[config.mk]
export PLATFORM = sky130hd
export DESIGN_NAME = serial_tx
export DESIGN_NICKNAME = d
export VERILOG_FILES = /design/src/rtl/serial_pkg.sv /design/src/rtl/serial_tx_bit_timer.sv /design/src/rtl/serial_tx.sv
export SDC_FILE = /design/constraint.sdc
export NUM_CORES = 1
export LEC_CHECK = 0
export ABC_CLOCK_PERIOD_IN_PS = 2400
export BUFFER_PORTS_ARGS = -buffer_cell sky130_fd_sc_hd__buf_4
export CORE_MARGIN = 4
export CORE_UTILIZATION = 45
export CTS_CLUSTER_DIAMETER = 50
export DETAILED_ROUTE_END_ITERATION = 12
export PLACE_DENSITY_LB_ADDON = 0.2
export SYNTH_ARGS = -nofsm -noshare
export SYNTH_HDL_FRONTEND = slang
export SYNTH_SLANG_ARGS = --single-unit
[constraint.sdc]
create_clock -name clock -period 2.4 [get_ports clock]
set_input_delay 0.12 -clock clock [delete_from_list [all_inputs] [get_ports clock]]
set_output_delay 0.12 -clock clock [all_outputs]
set_load 0.02 [all_outputs]
[src/rtl/serial_pkg.sv]
// Shared definitions for the single-line serial link.
//   tx_state_t  : transmitter frame states
//   *_LEVEL     : line levels for idle, start and stop, shared with the capture side
//   cnt_width() : width of a counter that must hold 0..n-1 (minimum 1 bit)
package serial_pkg;

  typedef enum logic [2:0] {
    IDLE,
    START,
    DATA,
    PARITY,
    STOP
  } tx_state_t;

  localparam logic IDLE_LEVEL  = 1'b1;
  localparam logic START_LEVEL = 1'b0;
  localparam logic STOP_LEVEL  = 1'b1;

  function automatic int unsigned cnt_width(input int unsigned n);
    return (n > 1) ? $clog2(n) : 1;
  endfunction

endpackage

[src/rtl/serial_tx_bit_timer.sv]
// Bit-period timer for the serial transmitter.
//   clock   : rising-edge clock
//   reset_n : asynchronous active-low reset
//   clear   : holds the timer at the first cycle of a bit period
//   bit_end : high on the last cycle of each CLKS_PER_BIT-cycle bit period
module bit_timer
  import serial_pkg::*;
#(
  parameter int unsigned CLKS_PER_BIT = 4
) (
  input  logic clock,
  input  logic reset_n,
  input  logic clear,
  output logic bit_end
);

  localparam int unsigned     TW   = cnt_width(CLKS_PER_BIT);
  localparam logic [TW-1:0]   LAST = TW'(CLKS_PER_BIT - 1);

  logic [TW-1:0] count;

  always_ff @(posedge clock or negedge reset_n) begin
    if (!reset_n) begin
      count <= '0;
    end else if (clear || (count == LAST)) begin
      count <= '0;
    end else begin
      count <= count + TW'(1);
    end
  end

  // With CLKS_PER_BIT=1 the count never leaves 0, so every cycle ends a bit.
  always_comb bit_end = (count == LAST);

endmodule

[src/rtl/serial_tx.sv]
// Parallel-to-serial transmitter: start bit, DATA_WIDTH data bits LSB first,
// optional even parity, stop bit. All outputs are registered.
//   clock    : rising-edge clock
//   reset_n  : asynchronous active-low reset
//   tx_data  : word to send, sampled on the accept edge only
//   tx_valid : tx_data is valid
//   tx_ready : block can accept a word
//   tx_out   : serial line, idle high
//   tx_done  : one-cycle pulse when a frame completes
module serial_tx
  import serial_pkg::*;
#(
  parameter int unsigned DATA_WIDTH   = 8,
  parameter int unsigned CLKS_PER_BIT = 4,
  parameter int unsigned PARITY_EN    = 0
) (
  input  logic                  clock,
  input  logic                  reset_n,
  input  logic [DATA_WIDTH-1:0] tx_data,
  input  logic                  tx_valid,
  output logic                  tx_ready,
  output logic                  tx_out,
  output logic                  tx_done
);

  localparam int unsigned   BW       = cnt_width(DATA_WIDTH);
  localparam logic [BW-1:0] LAST_BIT = BW'(DATA_WIDTH - 1);

  tx_state_t             state, state_nx;
  logic [DATA_WIDTH-1:0] shreg, shreg_nx;
  logic [BW-1:0]         bit_cnt, bit_cnt_nx;
  logic                  parity, parity_nx;
  logic                  tx_out_nx, tx_ready_nx, tx_done_nx;
  logic                  bit_end;
  logic                  timer_clear;

  // Holding the timer cleared through IDLE guarantees a full first bit
  // period starting the cycle after the accept edge.
  always_comb timer_clear = (state == IDLE);

  bit_timer #(
    .CLKS_PER_BIT(CLKS_PER_BIT)
  ) u_bit_timer (
    .clock  (clock),
    .reset_n(reset_n),
    .clear  (timer_clear),
    .bit_end(bit_end)
  );

  always_ff @(posedge clock or negedge reset_n) begin
    if (!reset_n) begin
      state    <= IDLE;
      shreg    <= '0;
      bit_cnt  <= '0;
      parity   <= 1'b0;
      tx_out   <= IDLE_LEVEL;
      tx_ready <= 1'b1;
      tx_done  <= 1'b0;
    end else begin
      state    <= state_nx;
      shreg    <= shreg_nx;
      bit_cnt  <= bit_cnt_nx;
      parity   <= parity_nx;
      tx_out   <= tx_out_nx;
      tx_ready <= tx_ready_nx;
      tx_done  <= tx_done_nx;
    end
  end

  // Outputs are registered, so each transition also loads the line level
  // of the state being entered.
  always_comb begin
    state_nx    = state;
    shreg_nx    = shreg;
    bit_cnt_nx  = bit_cnt;
    parity_nx   = parity;
    tx_out_nx   = tx_out;
    tx_ready_nx = 1'b0;
    tx_done_nx  = 1'b0;

    case (state)
      IDLE: begin
        tx_out_nx   = IDLE_LEVEL;
        tx_ready_nx = 1'b1;
        if (tx_valid && tx_ready) begin
          shreg_nx    = tx_data;
          parity_nx   = ^tx_data;
          bit_cnt_nx  = '0;
          state_nx    = START;
          tx_out_nx   = START_LEVEL;
          tx_ready_nx = 1'b0;
        end
      end

      START: begin
        if (bit_end) begin
          state_nx  = DATA;
          tx_out_nx = shreg[0];
        end
      end

      DATA: begin
        if (bit_end) begin
          if (bit_cnt == LAST_BIT) begin
            if (PARITY_EN != 0) begin
              state_nx  = PARITY;
              tx_out_nx = parity;
            end else begin
              state_nx  = STOP;
              tx_out_nx = STOP_LEVEL;
            end
          end else begin
            shreg_nx   = shreg >> 1;
            bit_cnt_nx = bit_cnt + BW'(1);
            tx_out_nx  = shreg_nx[0];
          end
        end
      end

      PARITY: begin
        if (bit_end) begin
          state_nx  = STOP;
          tx_out_nx = STOP_LEVEL;
        end
      end

      STOP: begin
        if (bit_end) begin
          state_nx    = IDLE;
          tx_out_nx   = IDLE_LEVEL;
          tx_ready_nx = 1'b1;
          tx_done_nx  = 1'b1;
        end
      end

      default: begin
        state_nx    = IDLE;
        tx_out_nx   = IDLE_LEVEL;
        tx_ready_nx = 1'b1;
      end
    endcase
  end

endmodule

Word level (Yosys, flattened, before mapping)
Index checks and enable logic that the tools add are counted.
{"block": "classes", "n_div": 0, "n_bitwise": 0, "multipliers": 0, "magnitude_cmp": 0, "shifts": 0, "addsub": 2, "n_eq_ne": 14, "reduce_logical": 9, "n_mux": 25}
{"operator": "3-bit 2-to-1 mux", "count": 9}
{"operator": "8-bit 2-to-1 mux", "count": 3}
{"operator": "8-bit one-hot mux with 2 select lines", "count": 1}
{"operator": "3-bit one-hot mux with 5 select lines", "count": 1}
{"operator": "2-bit inequality test (second input constant)", "count": 7}
{"operator": "1-bit 2-to-1 mux", "count": 7}
{"operator": "3-bit by 2-bit equality test with 1-bit output (second input constant)", "count": 2}
{"operator": "3-bit equality test (second input constant)", "count": 2}
{"operator": "3-bit one-hot mux with 2 select lines", "count": 1}
{"operator": "6-bit AND reduction", "count": 1}
{"operator": "1-bit one-hot mux with 4 select lines", "count": 1}
{"operator": "4-bit AND reduction", "count": 1}
{"operator": "3-bit by 1-bit adder with 3-bit output (second input constant)", "count": 1}
{"operator": "3-bit by 1-bit equality test with 1-bit output (second input constant)", "count": 1}
{"operator": "3-bit zero test", "count": 1}
{"operator": "1-bit one-hot mux with 3 select lines", "count": 1}
{"operator": "3-bit AND reduction", "count": 1}
{"operator": "3-bit OR reduction", "count": 1}
{"operator": "2-bit by 1-bit adder with 2-bit output (second input constant)", "count": 1}
{"operator": "2-bit equality test (second input constant)", "count": 1}
{"operator": "2-bit 2-to-1 mux", "count": 1}
{"operator": "2-bit by 1-bit inequality test with 1-bit output (second input constant)", "count": 1}
{"operator": "2-bit nonzero test", "count": 1}
{"operator": "2-bit OR reduction", "count": 1}
{"operator": "other kinds (2)", "count": 2}
{"block": "word_totals", "n_memories": 0, "mem_bits_rw": 0, "output_inout_bits": 3, "mem_bits_ro": 0, "regBits": 19, "input_bits": 11, "word_cells": 57, "latch_bits": 0}

Depth between registers and ports, before layout
{"block": "logic_depth", "ltp_word": 4, "mapped_depth": 5, "depth_no_buf": 5}

Cells and area by module
A second synthesis with hierarchy kept.
{"block": "unflattened", "cells_unflattened": 78, "area_unflattened_um2": 1076.0}
{"module": "serial_tx", "instances": 1, "area_each_um2": 991.0, "cells_per_inst": 73}
{"module": "bit_timer", "instances": 1, "area_each_um2": 85.1, "cells_per_inst": 5}

Least setup slack after synthesis
OpenSTA, ideal clock, no wires.
{"block": "synth_timing", "kind": "register to register", "startpoint": "register bit_cnt[0]", "endpoint": "register bit_cnt[0]", "required_time_ns": 2.275, "stages_incl_launch_ff": 6, "arrival_time_ns": 1.527, "setup_slack_ns": 0.748, "path_buffers": 0, "path_cell_list": "dfrtp_1 -> ha_1 -> ha_1 -> nand3b_4 -> a211o_1 -> mux2_4"}
{"block": "synth_via", "elab_chain_len": 4, "elab_cells_between_ends": 7, "classes_between": "add/sub: 1; eq/ne: 2; mux: 3; reduce/logical: 1"}
{"item": "from (decl)", "line": "serial_tx.sv:31", "text": "logic [BW-1:0] bit_cnt, bit_cnt_nx;"}
{"item": "from (signal assigned)", "line": "serial_tx.sv:62", "text": "bit_cnt <= bit_cnt_nx;"}
{"item": "3-bit by 1-bit adder with 3-bit output", "line": "serial_tx.sv:114", "text": "bit_cnt_nx = bit_cnt + BW'(1);"}
{"item": "3-bit 2-to-1 mux", "line": "serial_tx.sv:104", "text": "if (bit_cnt == LAST_BIT) begin"}
{"item": "3-bit 2-to-1 mux", "line": "serial_tx.sv:103", "text": "if (bit_end) begin"}
{"item": "3-bit one-hot mux with 2 select lines", "line": "serial_tx.sv:81", "text": "case (state)"}
Parallel ways exist; a longest one is shown, timed or not. The select of a mux whose other input is x is not followed.
A chain may end at the register's enable or synchronous reset.

Worst setup path in the final report
Ends and elaborated chain as after synthesis.

==> metrics.txt <==
Tot Pwr=0.001275 W; PD cells=1089 nW/µm²; Num CTS Buffers=3; # port buffers=13; Rows=17; Req. time, crit path=2.58 ns; Comb power frac=41.6%; Syn. warnings=0; Post-CTS Setup Bufs=0; measured slew at the worst slew-check pin=0.5820 ns; hold path start=tx_data[7]; sw power=0.0004612 W; syn_area_per_cell=11.85 µm²; register bit total from synthesis=19; num ports=14; largest net degree at the start of global routing=20; most common cell after layout, fill and taps aside=dfrtp_1; number of global-route vias before repair=717; most common cell type on the critical path=ha_1; Sw Share=36.16%; outcome=completed; dpl hpwl=1.280 mm; WL final=1.740 mm; DRT iter0 DRCs=8; remaining antenna violation count=0; Nets=116; worst slack, placed=0.6575 ns; FMAX=573.6 MHz; residual DRC count=0; Final Wtd Congestion=0.6520; relative slew slack=61.20%; Crit path largest cell delay=0.41 ns; most frequent cells in the layout=17 x dfrtp_1, 15 x buf_4, 7 x mux2i_1, 7 x a2bb2oi_1, 6 x nand2b_1; count of flip-flops with a built-in enable after synthesis=0; WP data arrival=1.92 ns; core area=2191 µm²; ant diodes=0; synthesized area=1031 µm²; Die Area=3121 µm²; Initial Util=47.06%; Hold WC Path Type=input pin to flip-flop; First-pass DRT Iterations=4; CTS clk-pin slew, worst paths=0.10 ns; highest-delay cell along the critical path=dfrtp_1; ys flop type=dfrtp_1; Hold-fix buffers, CTS=1; crit end category=flip-flop; first-pass GRT wire length=3.132 mm; RSZ-0062 raised after global routing=no; Cell Int Power=0.0008141 W; clk root buf=clkbuf_4; Setup WS post-layout=0.6565 ns; post-synthesis sequential area ratio=46.36%; Total GRT Usage=12.24%; Worst Path Buf+Inv=0; Final Critical Period=1.743 ns; Synth Net Count=101; Clock Tree Buf Depth=2; CP top delay family=adder cells; beginning of the critical path=bit_cnt[0]; vias per cell=5.504; Synth cell types=31; CTS tree=built; drt wl/cell=13.49 µm; Yosys top cell area share=41.26%; synth-to-layout area growth=13.59%; post-cts resize count=0; clk_skew=0.001213 ns; crit start category=flip-flop; Max IR drop VDD=0.0005425 V; Async SR Flop Fraction=100.0%; leading post-synthesis cells by cell area=dfrtp_1 41%, mux2i_1 6.8%, a2bb2oi_1 5.9%; hold_ws=0.07568 ns; P_leak=0.5225 nW; Post-Synthesis Cells=87; CP Max Fanout=4; Max-Cap Viols=0; largest area contributor in the netlist=dfrtp_1; clock share of power=12.0%; TNS Setup=0 ns; Final Max Slew Viols=0; die width=55.87 µm; Setup CP Type=flip-flop to flip-flop; critical-path cell list=ha_1 -> ha_1 -> nand3b_4 -> a211o_1 -> mux2_4; fraction of layout cells with a size suffix above 1=25.74%; Flop pwr share=46.3%; final core utilization=53.46%; Skew-Pair Late Insertion Delay=0.28 ns; final worst-path cycle share=72.65%; Hold Violations, Final=0; total congestion overflow=0; via count=710; Num Clock Sinks=19; r2r startpoint=bit_cnt[0]; H-tree depth=1; height of the die=55.87 µm; initial antenna violation count=0; final setup fails=0
==> layer usage <==
layer	up-vias	GRT usage, %	wire length [µm]
met5	-	0	0
met4	0	5.085	17
met3	2	2.088	49
met2	9	18.92	827
met1	350	16.96	846
li1	349	-	-
==> state kept, by name, summed over array words and instances (netlist names) <==
signal / count
bit_cnt: 3
shreg: 8
state: 3
tx_done: 1
tx_out: 1
tx_ready: 1
u_bit_timer.count: 2
==> logic make-up (layout without fill, tap and decap cells) <==
family / Yosys count / after routing / share of synthesized area, %
AND/OR/NAND/NOR: 25 / 25 / 16.26
AO/OA/AOI/OAI: 22 / 22 / 18.57
flip-flops: 19 / 19 / 46.36
multiplexers: 9 / 9 / 9.344
buffers and inverters: 8 / 22 / 4.975
adder cells (fa/ha/maj): 3 / 3 / 3.641
XOR/XNOR: 1 / 1 / 0.8497
==> layout make-up <==
class / instances / area, µm²
clock buffer: 4 / 26.28
fill: 199 / 1020
inverter: 2 / 7.507
multi-input combinational: 60 / 501.7
sequential: 19 / 478.0
tap: 28 / 35.03
timing repair buffer: 16 / 122.6
==> path summary, 6_finish.rpt <==
check / end / slack, ns / cells after the start
worst max-delay path: bit_cnt[0] / 0.66 / 5
worst min-delay path: shreg[7] / 0.08 / 2
worst max register to register: bit_cnt[0] / 0.66 / 5
worst min register to register: u_bit_timer.count[0] / 0.44 / 1
max in group asynchronous: tx_out / 1.91 / 2
min in group asynchronous: tx_done / 0.23 / 2
==> synth_stat cells (2+ instances only) <==
cell type  number
a211oi_4        2
a21oi_1         3
a22o_1          2
a2bb2oi_1       7
buf_4           3
dfrtp_1        17
dfstp_2         2
ha_1            3
inv_1           2
mux2i_1         7
nand2_1         3
nand2b_1        6
nand3b_1        3
nor2_1          2
nor3_1          4
o21ai_0         4
or2b_1          3
==> power by group through the flow <==
stage	clock network, W	registers, W	logic, W
2_1_floorplan	0	0.000538	0.000492
3_3_place_gp	0	0.000595	0.000526
3_5_place_dp	0	0.000598	0.000540
4_1_cts	0.000161	0.000591	0.000542
5_1_grt	0.000178	0.000613	0.000594
6_report	0.000154	0.000591	0.000531
==> stage by stage <==
stage,instances,instance area (µm²)
after floorplan,87,1031
after global placement,124,1135
after detailed placement,124,1135
after CTS,129,1171
after global routing,129,1171
final,129,1171
Note: power is estimated with default switching activity, not from simulation.
